===== config.mk =====
export PLATFORM = sky130hd
export DESIGN_NAME = edge_capture
export DESIGN_NICKNAME = d
export VERILOG_FILES = /design/src/rtl/edge_capture.sv
export SDC_FILE = /design/constraint.sdc
export NUM_CORES = 1
export LEC_CHECK = 0
export CORE_UTILIZATION = 40
export DETAILED_ROUTE_END_ITERATION = 12
export PLACE_DENSITY = 0.84
export SLEW_MARGIN = 25
export SYNTH_ARGS = -nofsm -noshare
export SYNTH_HDL_FRONTEND = slang
export SYNTH_SLANG_ARGS = --single-unit

===== constraint.sdc =====
create_clock -name clk -period 1.3 [get_ports clk]
set_clock_uncertainty 0.15 [all_clocks]
set_input_delay 0.13 -clock clk [delete_from_list [all_inputs] [get_ports clk]]
set_output_delay 0.13 -clock clk [all_outputs]
set_load 0.01 [all_outputs]

===== src/rtl/edge_capture.sv =====
// Per-channel synchronize, glitch-filter and edge detect with sticky pending flags and an OR-ed irq.
// Pulse lags input by SYNC_STAGES+FILTER_CYCLES+1 edges; no backpressure. Filter counters exist only under EDGE_CAPTURE_FILTER_EN.
`timescale 1ns/1ps

module edge_capture #(
  parameter int   CHANNELS      = 4,
  parameter int   SYNC_STAGES   = 2,
  parameter int   FILTER_CYCLES = 3,
  parameter logic IDLE_LEVEL    = 1'b0
) (
  input  logic                    clk,
  input  logic                    rst_n,
  input  logic [CHANNELS-1:0]     in,
  input  logic [2*CHANNELS-1:0]   mode,
  input  logic [CHANNELS-1:0]     clear,
  output logic [CHANNELS-1:0]     level,
  output logic [CHANNELS-1:0]     pulse,
  output logic [CHANNELS-1:0]     pending,
  output logic                    irq
);

  if (CHANNELS < 1 || CHANNELS > 32) begin : g_bad_channels
    $error("edge_capture: CHANNELS must be 1..32");
  end
  if (SYNC_STAGES < 2) begin : g_bad_sync
    $error("edge_capture: SYNC_STAGES must be >= 2");
  end
  if (FILTER_CYCLES < 1) begin : g_bad_filter
    $error("edge_capture: FILTER_CYCLES must be >= 1");
  end

  for (genvar i = 0; i < CHANNELS; i++) begin : g_ch
    logic [SYNC_STAGES-1:0] sync_q;
    logic                   s;
    logic                   level_q;
    logic                   level_nxt;
    logic                   rise;
    logic                   fall;
    logic                   event_q;
    logic                   pulse_q;
    logic                   pending_q;

    always_ff @(posedge clk or negedge rst_n) begin
      if (!rst_n) begin
        sync_q <= {SYNC_STAGES{IDLE_LEVEL}};
      end else begin
        sync_q <= {sync_q[SYNC_STAGES-2:0], in[i]};
      end
    end

    assign s = sync_q[SYNC_STAGES-1];

`ifdef EDGE_CAPTURE_FILTER_EN
    localparam int CW = (FILTER_CYCLES > 1) ? $clog2(FILTER_CYCLES) : 1;

    logic [CW-1:0] cnt_q;
    logic [CW-1:0] cnt_nxt;

    // Any cycle where s agrees with level restarts the stability count.
    always_comb begin
      cnt_nxt   = '0;
      level_nxt = level_q;
      if (s != level_q) begin
        if (cnt_q == CW'(FILTER_CYCLES - 1)) begin
          level_nxt = s;
        end else begin
          cnt_nxt = cnt_q + CW'(1);
        end
      end
    end

    always_ff @(posedge clk or negedge rst_n) begin
      if (!rst_n) begin
        cnt_q <= '0;
      end else begin
        cnt_q <= cnt_nxt;
      end
    end
`else
    assign level_nxt = s;
`endif

    // Mode is qualified on the edge the level moves; the strobe follows one edge later.
    assign rise = level_nxt & ~level_q & mode[2*i];
    assign fall = ~level_nxt & level_q & mode[2*i+1];

    always_ff @(posedge clk or negedge rst_n) begin
      if (!rst_n) begin
        level_q   <= IDLE_LEVEL;
        event_q   <= 1'b0;
        pulse_q   <= 1'b0;
        pending_q <= 1'b0;
      end else begin
        level_q   <= level_nxt;
        event_q   <= rise | fall;
        pulse_q   <= event_q;
        pending_q <= event_q | (pending_q & ~clear[i]);
      end
    end

    assign level[i]   = level_q;
    assign pulse[i]   = pulse_q;
    assign pending[i] = pending_q;
  end

  assign irq = |pending;

endmodule

-- Yosys cells after proc, flatten, opt, wreduce, memory -nomap -nowiden
Cells that the tools add are included.
W data, S select, Z words.
- flip-flop bits (word level): 24
- latch bits: 0
- RAM bits: 0
- bits in read-only memories: 0
- output and inout port bits: 13
- word-level logic and storage cells: 61
- memories: 0
- add/subtract/negate cells: 0
- $mul: 0
- div/mod/pow operators: 0
- $lt $le $gt $ge: 0
- equal/unequal tests: 0
- shift-type cells: 0
- mux-type cells: 0
- bitwise operators: 40
- reductions and logical operators: 1
- operators by type and width (operator ; count):
    $and A1 B1 Y1 ; 20
    $not A1 Y1 ; 12
    $or A1 B1 Y1 ; 8
    $reduce_or A4 Y1 ; 1

-- Depth between registers and ports, before layout
Gate-level depths: netlist of run 1.
- word-level depth: 4
- depth in mapped cells: 2
- depth with buffers taken out: 2

-- Worst setup path after synthesis of run 1
Ideal clock, no wire load.
- path type: register -> output
- from: reg g_ch[0].pending_q
- to: out irq
- data arrival time: 934 ps
- data required time: 1020 ps
- setup slack: 86 ps
- cell stages (with the launch flop): 2
- path buffers: 0
- path through: dfrtp_1 > or4_1
- word-level cells in the longest chain between the ends: 1
- RTL lines (element ; line ; text):
    from (decl) ; 41 ; logic pending_q;
    from (signal assigned) ; 97 ; pending_q <= event_q | (pending_q & ~clear[i]);
    $reduce_or A4 Y1 ; 106 ; assign irq = |pending;
    to (decl) ; 19 ; output logic irq
Every way passes these cells.

-- Worst setup path after layout of run 1
- from: reg g_ch[3].pending_q
- to: out irq
- word-level cells in the longest chain between the ends: 1
- RTL lines (element ; line):
    from (decl) ; 41
    from (signal assigned) ; 97
    $reduce_or A4 Y1 ; 106
Every way passes these cells.

==> metrics.md, run 1 <==
| Metric | Value |
|---|---|
| Fin crit period | `1620 ps` |
| H-tree lvl count | `1` |
| Total wire length | `1.21 mm` |
| FF/Latch Area | `601 sq um` |
| Worst VDD drop | `783 uV` |
| Layout cell share with drive strength beyond 1 | `22.5%` |
| DIE AREA | `0.00221 sq mm` |
| CP Max Fanout | `2` |
| CTS Buf Count | `3` |
| Overall routing resource usage | `13.1%` |
| Vias in the first global route | `482` |
| Clock root buffer | `clkbuf_4` |
| Grt ovf | `0` |
| Slew headroom | `88.0%` |
| RSZ-0062 raised after global routing | `yes` |
| Vias | `493` |
| Worst hold slack | `19.6 ps` |
| Slowest cell on the critical path | `or4_1` |
| RD Place Congestion | `0.665` |
| Antenna Nets Post-Route | `0` |
| Final Cycle Share | `125%` |
| FILL cells | `157` |
| DR pass1 iterations | `4` |
| HPWL Detailed | `872 microns` |
| Warnings from Yosys | `0` |
| Family with the most delay on the worst path | `simple AND/OR/NAND/NOR gates` |
| Netlist cell types | `9` |
| Max-slew violation count | `0` |
| Buffers plus inverters on the worst setup path | `1` |
| R2r worst-path depth | `4` |
| Worst-path clk slew | `110 ps` |
| CP arrival | `1340 ps` |
| Clk sink count | `24` |
| Port Buf Inserts | `30` |
| Die X | `47.0 microns` |
| Mapped Area | `810 sq um` |
| Vias per std cell | `4.32` |
| Num ports | `31` |
| Core area | `0.00180 sq mm` |
| Clock buffer depth | `2` |
| Max Clock Freq | `617 MHz` |
| Starting Density | `44.9%` |
| CP Class | `reg -> out` |
| Largest net degree at the start of global routing | `25` |
| DRC viols | `0` |
| Worst endpoint required time | `1020 ps` |
| CTS tree | `yes` |
| Clk_lat worst skew | `290 ps` |
| Setup violations, final | `2` |
| Fin. Hold Viols | `0` |
| Synthesized netlist cell count | `57` |
| Leak Pwr | `0.000574 uW` |
| Seq/Total Area, Yosys | `74.2%` |
| Nets | `109` |
| Hold Crit Class | `in -> async` |
| Worst Max-Slew Pin Slew | `179 ps` |
| Area growth syn-to-layout | `41.3%` |
| First-pass GRT wire length | `1.93 mm` |
| CP endpoint kind | `primary output` |
| Die Y | `47.0 microns` |
| Max-cap violation count | `0` |
| Cts hold-fix bufs | `0` |
| R2r setup slk | `220 ps` |
| CP Launch Type | `register` |
| Initial DRC Count | `4` |
| Syn_area_per_cell | `14.2 sq um` |
| Number of synthesized register bits | `24` |
| Worst setup margin | `-320 ps` |
| ANT cells | `0` |
| Worst-path cell chain | `or4_1 -> buf_2` |
| CP peak stage delay | `500 ps` |
| Failing checks | `negative setup slack` |
| Area of the multi-input gates | `104 sq um` |
| Status | `complete, but fails checks` |
| Row count | `15` |
| Final core occ | `63.5%` |
| Pwr/cell area | `1140 mW/mm^2` |
| Antenna violations before repair | `0` |
| DR WL/cell | `10.6 microns` |
| Critical Path Stages | `2` |
| Post-synthesis net count | `75` |
worst reg2reg max path: stages, from the launching register on:
cell      delay (ps)
dfrtp_1          390
buf_4            140
buf_4            120
nand3b_1          70
o21ai_0          100
area by class of cell:
class                      count  share of cell area [%]
clock buffer                   3                    1.97
inverter                       4                    1.31
multi-input combinational     17                    9.08
sequential                    24                    52.5
tap                           25                    2.74
timing repair buffer          41                    32.4
layout by cell type, fill, tap and decap left out, types with 3 or more instances in the layout:
cell type,netlist,routed
o21ai_0,4,4
a21o_1,3,3
buf_4,12,10
clkbuf_4,0,3
dlygate4sd2_1,0,5
inv_1,4,4
nand2_1,4,4
buf_2,0,4
clkdlybuf4s15_1,0,3
nand3b_1,4,4
dfrtp_1,24,24
clkdlybuf4s50_1,0,17
repair_timing:
action	in CTS	in global routing
buffers inserted	1	6
setup endpoints to repair	13	5
pin swaps	1	0
endpoints found under the hold margin	0	0
resized for setup	29	3
sequential cells by signal (all words and copies together), names as in the netlist:
register,flops
g_ch.pending_q,4
g_ch.sync_q,8
g_ch.event_q,4
g_ch.level_q,4
g_ch.pulse_q,4
cell usage after synthesis:
master    count  share of area [%]
dfrtp_1      24                 74
buf_4        12                 11
inv_1         4                1.9
nand2_1       4                1.9
nand3b_1      4                3.7
o21ai_0       4                2.5
a21o_1        3                2.8
a21o_2        1                1.1
or4_1         1               0.93
through the flow:
stage,setup WS [ps],instances,TNS (ps),instance area [sq um],total power (uW)
global route,-385,114,-484,1140,1380
finish,-320,114,-368,1140,1300
CTS,-328,108,-328,1090,1300
detailed placement,-332,105,-332,1100,1040
global placement,-316,105,-316,1100,1030
floorplan,86.0,57,0,810,912
routing by layer:
| layer | routed length [microns] | up-vias | track usage [%] | share of wire (%) |
|---|---|---|---|---|
| met5 | 0 | - | 0 | 0 |
| met4 | 0 | 0 | 5.14 | 0 |
| met3 | 69 | 0 | 3.46 | 5.7 |
| met2 | 669 | 22 | 22.5 | 55 |
| met1 | 468 | 235 | 15.7 | 39 |
| li1 | - | 236 | - | - |
cell families after synthesis:
kind of cell / synth area share, %
flip-flops: 74.2
AND/OR/NAND/NOR: 6.49
AO/OA/AOI/OAI: 6.34
buffers and inverters: 13.0
power by group:
group / switching, uW / total (uW) / internal, uW
logic: 71.6 / 199 / 127
clock network: 182 / 290 / 108
registers: 20.2 / 815 / 795
total: 274 / 1300 / 1030
path summary, 6_finish.rpt:
path	endpoint	start
setup / recovery	irq	g_ch[3].pending_q
hold / removal	g_ch[1].sync_q[0]	rst_n
setup reg to reg	g_ch[3].event_q	g_ch[3].level_q
hold reg to reg	g_ch[0].sync_q[1]	g_ch[0].sync_q[0]
max in group asynchronous	g_ch[3].event_q	rst_n
min in group clk	g_ch[1].sync_q[0]	in[1]
(Power assumes the default switching activity.)
==> run 2, diff against run 1 <==
CTS_CLUSTER_DIAMETER = 120   (was not set)
==> results of run 2 <==
Final layout, timing and power as in run 1 (identical DEF).
